### src/rtl/uart_ctrl_pkg.sv
// Shared types and sizing for the UART transmit arbiter.
package uart_ctrl_pkg;

  localparam int unsigned DATA_W_DEF = 8;
  localparam int unsigned TMO_W      = 20;

  typedef enum logic [1:0] {
    IDLE      = 2'd0,
    START     = 2'd1,
    WAIT_DONE = 2'd2
  } state_e;

endpackage

### src/rtl/uart_rr_pick.sv
// Round-robin picker: first set req bit at or after ptr, wrapping modulo NUM_REQ.
module uart_rr_pick #(
  parameter int unsigned NUM_REQ = 4,
  parameter int unsigned IDX_W   = 2
) (
  input  logic [NUM_REQ-1:0] req,
  input  logic [IDX_W-1:0]   ptr,
  output logic               valid,
  output logic [IDX_W-1:0]   idx
);

  int unsigned cand;

  // Scan from ptr upward; the first hit wins.
  always_comb begin
    valid = 1'b0;
    idx   = '0;
    cand  = 0;
    for (int unsigned off = 0; off < NUM_REQ; off++) begin
      cand = (32'(ptr) + off) % NUM_REQ;
      if (!valid && (|(req & (NUM_REQ'(1) << cand)))) begin
        valid = 1'b1;
        idx   = IDX_W'(cand);
      end
    end
  end

endmodule

### src/rtl/uart_tx_arbiter.sv
// Round-robin arbiter sharing one UART transmitter among NUM_REQ requesters.
module uart_tx_arbiter
  import uart_ctrl_pkg::*;
#(
  parameter int unsigned       NUM_REQ = 4,
  parameter int unsigned       DATA_W  = DATA_W_DEF,
  parameter logic [TMO_W-1:0]  TMO_CYC = 20'hFFFFF,
  localparam int unsigned      IDX_W   = (NUM_REQ > 1) ? $clog2(NUM_REQ) : 1
) (
  input  logic                       clk,
  input  logic                       reset,
  input  logic [NUM_REQ-1:0]         req,
  input  logic [NUM_REQ*DATA_W-1:0]  req_data,
  output logic [NUM_REQ-1:0]         gnt,
  output logic [NUM_REQ-1:0]         done,
  output logic                       err,
  output logic                       tx_start,
  output logic [DATA_W-1:0]          tx_data,
  input  logic                       tx_busy,
  input  logic                       tx_done,
  output logic [IDX_W-1:0]           owner,
  output logic                       active
);

  state_e             state_q, state_d;
  logic [IDX_W-1:0]   rr_ptr_q, rr_ptr_d;
  logic [TMO_W-1:0]   tmo_q, tmo_d, tmo_inc;
  logic [IDX_W-1:0]   owner_d;
  logic [DATA_W-1:0]  tx_data_d;
  logic [NUM_REQ-1:0] gnt_d, done_d;
  logic               err_d, tx_start_d, active_d;
  logic               pick_valid;
  logic [IDX_W-1:0]   pick_idx;
  logic [IDX_W-1:0]   ptr_after_owner;

  uart_rr_pick #(
    .NUM_REQ (NUM_REQ),
    .IDX_W   (IDX_W)
  ) u_pick (
    .req   (req),
    .ptr   (rr_ptr_q),
    .valid (pick_valid),
    .idx   (pick_idx)
  );

  // Next-state and registered-output values; tmo counts cycles since tx_start.
  always_comb begin
    state_d    = state_q;
    rr_ptr_d   = rr_ptr_q;
    tmo_d      = tmo_q;
    owner_d    = owner;
    tx_data_d  = tx_data;
    gnt_d      = '0;
    done_d     = '0;
    err_d      = 1'b0;
    tx_start_d = 1'b0;

    tmo_inc         = (tmo_q == '1) ? tmo_q : tmo_q + TMO_W'(1);
    ptr_after_owner = ((32'(owner) + 32'd1) >= NUM_REQ) ? '0 : owner + IDX_W'(1);

    case (state_q)
      IDLE: begin
        if (pick_valid && !tx_busy) begin
          state_d    = START;
          owner_d    = pick_idx;
          tx_data_d  = DATA_W'(req_data >> (DATA_W * 32'(pick_idx)));
          gnt_d      = NUM_REQ'(1) << pick_idx;
          tx_start_d = 1'b1;
          tmo_d      = '0;
        end
      end
      START: begin
        // tx_done here belongs to nobody we launched; ignore it.
        state_d = WAIT_DONE;
        tmo_d   = tmo_inc;
      end
      WAIT_DONE: begin
        tmo_d = tmo_inc;
        if (tx_done) begin
          done_d   = NUM_REQ'(1) << owner;
          rr_ptr_d = ptr_after_owner;
          state_d  = IDLE;
        end else if (tmo_inc >= TMO_CYC) begin
          err_d    = 1'b1;
          rr_ptr_d = ptr_after_owner;
          state_d  = IDLE;
        end
      end
      default: state_d = IDLE;
    endcase

    active_d = (state_d != IDLE);
  end

  // State and output registers.
  always_ff @(posedge clk) begin
    if (reset) begin
      state_q  <= IDLE;
      rr_ptr_q <= '0;
      tmo_q    <= '0;
      owner    <= '0;
      tx_data  <= '0;
      gnt      <= '0;
      done     <= '0;
      err      <= 1'b0;
      tx_start <= 1'b0;
      active   <= 1'b0;
    end else begin
      state_q  <= state_d;
      rr_ptr_q <= rr_ptr_d;
      tmo_q    <= tmo_d;
      owner    <= owner_d;
      tx_data  <= tx_data_d;
      gnt      <= gnt_d;
      done     <= done_d;
      err      <= err_d;
      tx_start <= tx_start_d;
      active   <= active_d;
    end
  end

endmodule
### config.mk
export PLATFORM = sky130hd
export DESIGN_NAME = uart_tx_arbiter
export DESIGN_NICKNAME = d
export VERILOG_FILES = /design/src/rtl/uart_ctrl_pkg.sv /design/src/rtl/uart_rr_pick.sv /design/src/rtl/uart_tx_arbiter.sv
export SDC_FILE = /design/constraint.sdc
export NUM_CORES = 1
export LEC_CHECK = 0
export BUFFER_PORTS_ARGS = -buffer_cell sky130_fd_sc_hd__buf_2
export CAP_MARGIN = 20
export CORE_MARGIN = 1
export CORE_UTILIZATION = 40
export CTS_CLUSTER_SIZE = 25
export DETAILED_ROUTE_END_ITERATION = 6
export PLACE_DENSITY = 0.62
export SLEW_MARGIN = 30
export SYNTH_ARGS = -nofsm -noshare
export SYNTH_HDL_FRONTEND = slang
export SYNTH_SLANG_ARGS = --single-unit
### constraint.sdc
create_clock -name clk -period 5.33 [get_ports clk]
set_input_delay 0.7995 -clock clk [delete_from_list [all_inputs] [get_ports clk]]
set_output_delay 0.7995 -clock clk [all_outputs]
set_load 0.05 [all_outputs]
---- After elaboration in Yosys (flattened, before gate mapping) ----
Cells that the tools add are included.
word-level totals
  register bits ........................... 45
  input port bits ......................... 40
  output and inout bits ................... 21
  logic and storage cells ................. 81
operators by class
  add/subtract/negate cells ............... 6
  $lt $le $gt $ge ......................... 2
  eq/ne operators ......................... 4
  shift-type cells ........................ 7
  mux-type cells .......................... 20
  bitwise operators ....................... 8
  reductions and logical operators ........ 24
operators with widths
  cell                                                               number
  20-bit 2-to-1 mux                                                  2
  20-bit one-hot mux with 2 select lines                             1
  32-bit by 5-bit >> shifter with 8-bit output                       1
  1-bit by 2-bit << shifter with 4-bit output, first input constant  6
  20-bit by 1-bit adder with 20-bit output, second input constant    1
  20-bit == test, second input constant                              1
  20-bit >= comparator, second input constant                        1
  2-bit 2-to-1 mux                                                   10
  4-bit bitwise AND                                                  4
  4-bit OR reduction                                                 4
  3-bit OR reduction                                                 3
  1-bit 2-to-1 mux                                                   6
  2-bit one-hot mux with 3 select lines                              1
  2-bit AND reduction                                                3
  2-bit nonzero test                                                 3
  2-bit by 1-bit adder with 2-bit output, second input constant      2
  2-bit adder, second input constant                                 2
  1-bit logical AND                                                  4
  1-bit zero test                                                    4
  1-bit NOT                                                          4
  2-bit OR reduction                                                 2
  2-bit by 1-bit adder with 3-bit output, second input constant      1
  3-bit >= comparator, second input constant                         1
  2-bit by 1-bit == test with 1-bit output, second input constant    1
  other kinds (3)                                                    3

---- Longest topological paths before layout ----
  depth after elaboration ................. 17
  depth in mapped cells ................... 11
  depth with buffers taken out ............ 10

---- Hierarchy ----
Synthesis repeated with hierarchy kept, for this count alone.
unflattened totals
  cell total of the unflattened synthesis .. 349
  area total of the unflattened synthesis .. 2875.3 um^2
modules (own cells, without submodules)
  module           times used  cells each  area each (um^2)  sequential area each (um^2)
  uart_tx_arbiter  1           321         2647.5            900.9
  uart_rr_pick     1           28          227.7             0.0

---- Worst setup path before layout ----
OpenSTA, ideal clock, no wires.
  path kind ............................... input port to flip-flop
  from .................................... input port req[1]
  to ...................................... register tmo_q[18]
  library setup time ...................... 0.137 ns
  arrival time ............................ 2.436 ns
  data required time ...................... 5.193 ns
  slack ................................... 2.757 ns
  stages on the path ...................... 9
  buffers on the path ..................... 1
  cell sequence ........................... a22o_1 > a221o_1 > o41ai_4 > or2_0 > buf_2 > a21boi_4 > nor2_1 > nor2_1 > a211oi_1
on the way
  word-level cells in the longest chain between the ends .. 15
  elaborated cells on any way between the ends .. 21
  those cells by class .................... 1 x eq/ne; 4 x mux; 4 x bitwise; 12 x reduce/logical
ends and longest elaborated chain
  element                              RTL line                RTL
  from (decl)                          uart_tx_arbiter.sv:12   input logic [NUM_REQ-1:0] req,
  4-bit bitwise AND                    uart_rr_pick.sv:21      if (!valid && (|(req & (NUM_REQ'(1) << cand)))) begin
  4-bit OR reduction                   uart_rr_pick.sv:21
  1-bit 2-to-1 mux                     uart_rr_pick.sv:21
  1-bit zero test                      uart_rr_pick.sv:21
  1-bit logical AND                    uart_rr_pick.sv:21
  1-bit 2-to-1 mux                     uart_rr_pick.sv:21
  1-bit zero test                      uart_rr_pick.sv:21
  1-bit logical AND                    uart_rr_pick.sv:21
  1-bit 2-to-1 mux                     uart_rr_pick.sv:21
  1-bit zero test                      uart_rr_pick.sv:21
  1-bit logical AND                    uart_rr_pick.sv:21
  1-bit 2-to-1 mux (*)                 uart_rr_pick.sv:21
  1-bit logical AND (*)                uart_tx_arbiter.sv:63   if (pick_valid && !tx_busy) begin
  2-bit inequality test (no line) (*)  n/a
  2-bit AND reduction (no line) (*)    n/a
  to (signal assigned)                 uart_tx_arbiter.sv:111  tmo_q <= tmo_d;
  to (decl)                            uart_tx_arbiter.sv:27   logic [TMO_W-1:0] tmo_q, tmo_d, tmo_inc;
Every way passes the cells marked *; elsewhere a longest branch is shown, timed or not.
A chain may end at the register's enable or synchronous reset.

---- Worst setup path in the final report ----
  from .................................... register rr_ptr_q[0]
  to ...................................... register tmo_q[1]
on the way
  word-level cells in the longest chain between the ends .. 16
  elaborated cells on any way between the ends .. 28
  those cells by class .................... 3 x add/sub; 1 x eq/ne; 4 x shift; 4 x mux; 4 x bitwise; 12 x reduce/logical
ends and longest elaborated chain
  element                                                                          RTL line                RTL
  from (decl)                                                                      uart_tx_arbiter.sv:26   logic [IDX_W-1:0] rr_ptr_q, rr_ptr_d;
  from (signal assigned)                                                           uart_tx_arbiter.sv:110  rr_ptr_q <= rr_ptr_d;
  branches (longest 12 deep; another with 2-bit by 1-bit adder with 2-bit output)  n/a
  1-bit 2-to-1 mux (*)                                                             uart_rr_pick.sv:21
  1-bit logical AND (*)                                                            uart_tx_arbiter.sv:63
  2-bit inequality test (no line) (*)                                              n/a
  2-bit AND reduction (no line) (*)                                                n/a
Mark *: on every way between the ends.

==> results.ini <==
[floorplan]
rows=31
die_h_um=88.27
die_w_um=88.27
initial_core_util=0.4126
io_pins=61
die_area_um2=7791
core_um2=7214

[sta]
tightest_slew_ns=0.7464
fin_tns_setup_ns=0
finalCritPeriodShare=0.5712
fin_skew_ns=0.003618
slew_violations=0
hold_viol_final=0
max_freq_mhz=328.4
min_period_ns=3.045
rsz0062_at_grt=no
maxSlewHeadroom=0.5024
setup_violations=0

[min_path]
hold_class=register to register
min_from=tx_data[6]$_SDFFE_PP0P_

[clock_tree]
clkTransAtPathRegs_ns=0.09
clk_latency_ns=0.30
clock-root-buffer=clkbuf_8
cts_inserted_buffers=5
cts_hold_buf=0
htreeDepth=2
cts_setup_buffers=0
post_cts_resized=0
cts_tree=done
cts_num_sinks=45
cts_max_path_buffers=2

[setup_path]
crit_type=register to register
endpoint_kind=register
cp-startpoint=rr_ptr_q[0]$_SDFFE_PP0P_
critPathRequiredTime_ns=5.50
cp.arrival_ns=3.21
worst-path-max-fanout=18
r2r-start=rr_ptr_q[0]$_SDFFE_PP0P_
startpoint_type=register

[global_routing]
grt_pass1_vias=2618
grt_pass1_wl_mm=12.22
grtUsageTotal=0.1983
grt_max_degree=39
grt_antenna_before_repair=0
gr-total-overflow=0

[final_layout]
syn2layout_area_growth_pct=15.09
drive_above_1_share=0.2302
nets=453
utilization=0.4749
fill_cells=731
antenna-diode-count=0

[drt]
drt-total-wl_mm=7.431
drt_iter0_drc=149
drc_errors=0
viasPerCell=5.588
wire_per_inst_um=14.77
dr_total_vias=2811
ant_nets=0
firstDrtPassIters=4

[synthesis]
synth_cell_types=63
synth_warnings=0
synth-seq-cells=45
ys_seq_area_frac=0.3026
synth.most_common_cell=dfxtp_1
syn_area_per_cell_um2=8.432
syn-num-nets=403
synth.largest_area_cell=dfxtp_1
syn-cell-area_um2=2977
yosys-top-cells-area=dfxtp_1 30%, mux2i_1 11%, a21oi_1 4.5%, ha_1 4.2%, nand2_1 4.2%
async_flop_share=0
synthTopCellsByCount=45 x dfxtp_1, 34 x mux2i_1, 33 x nand2_1, 33 x nor2_1, 27 x a21oi_1
syn-instance-count=353
synth_edf_count=0
yosysTopAreaCellShare=0.3026
synth_ff_type=dfxtp_1

[run_status]
outcome=completed

[placed_design]
io_buffer_count=60
gp_congestion=0.8828
hpwl_mm=5.417

[power]
p_leak_nw=1.423
peakVddDrop_uv=117.8
power_density_nw_per_um2=265.8

[run]
drv_cap=0

critical path: stages (launching register included):
cell and delay, ns:
dfxtp_1 0.40, inv_1 0.14, ha_1 0.27, a22o_1 0.26
a221o_1 0.33, o41ai_4 0.46, mux2i_4 0.29, nand2_1 0.39
nor2_1 0.14, a22oi_1 0.17, nor2_1 0.05
cell type report:
class | instances | area [um^2] | area share
Clock buffer | 5 | 68.82 | 0.02009
Clock inverter | 3 | 46.29 | 0.01351
Inverter | 9 | 33.78 | 0.009861
Multi-Input combinational cell | 279 | 1929 | 0.5632
Sequential cell | 45 | 900.9 | 0.2630
Tap cell | 99 | 123.9 | 0.03616
Timing Repair Buffer | 63 | 322.8 | 0.09423
cells in the final DEF, fill, tap and decap left out, drive strengths merged, types with 2 or more instances in the layout:
cell type	synthesis	layout
nor2b	4	4
ha	10	10
or4	2	2
a31oi	4	4
o21ai	14	14
nand4	8	8
or3	4	4
and2	8	8
buf	12	63
or2	5	5
nand2b	2	2
a22oi	8	8
o31ai	2	2
nand3b	2	2
o211a	2	2
o211ai	2	2
mux2i	35	35
inv	9	9
and3	4	4
a211oi	5	5
xnor2	2	2
o221ai	2	2
a21oi	27	27
clkbuf	8	5
a21o	2	2
nand3	14	14
nor2	33	33
nor4	5	5
nand2	33	33
dfxtp	45	45
nor3	21	21
worst paths after layout:
| kind | to | slack, ns | cells past startpoint |
|---|---|---|---|
| worst min-delay path | tx_data[6]$_SDFFE_PP0P_ | 0.50 | 2 |
| worst max register to register | tmo_q[1]$_SDFFE_PP0P_ | 2.29 | 10 |
| worst min register to register | tx_data[6]$_SDFFE_PP0P_ | 0.50 | 2 |
| worst max-delay path | tmo_q[1]$_SDFFE_PP0P_ | 2.29 | 10 |
registers in the layout (all words and copies together), names as in the netlist:
signal,cells
active,1
done,4
err,1
gnt,4
owner,2
rr_ptr_q,2
state_q,2
tmo_q,20
tx_data,8
tx_start,1
cells by family after synthesis:
logic type | count (synthesis) | synth area share
adder cells (fa/ha/maj) | 10 | 0.04203
buffers and inverters | 29 | 0.05548
XOR/XNOR | 3 | 0.01135
multiplexers | 35 | 0.1219
AO/OA/AOI/OAI | 81 | 0.1934
AND/OR/NAND/NOR | 150 | 0.2732
flip-flops | 45 | 0.3026
where the power goes:
part	switching, mW	total (mW)	internal, mW
Combinational	0.181	0.278	0.0976
Clock	0.125	0.266	0.140
Sequential	0.0131	0.367	0.353
routing by layer:
metal | share of wire | track usage | vias up
li1 | - | - | 1383
met1 | 0.46 | 0.2491 | 1357
met2 | 0.49 | 0.3448 | 61
met3 | 0.031 | 0.03545 | 10
met4 | 0.015 | 0.06158 | 0
met5 | 0 | 0 | -
through the flow:
step           hold slack, ns  total power [mW]  setup WS, ns  instances  instance area, um^2
2_1_floorplan          0.4863            0.5817         2.757        353                 2977
3_3_place_gp           0.4746            0.6443         2.122        495                 3298
3_5_place_dp           0.4879            0.6521         2.177        495                 3311
4_1_cts                0.5153            0.9194         2.270        503                 3426
5_1_grt                0.5491            0.9580         2.090        503                 3426
6_report               0.5004            0.9106         2.285        503                 3426
Power figures use the tool's default switching activity.
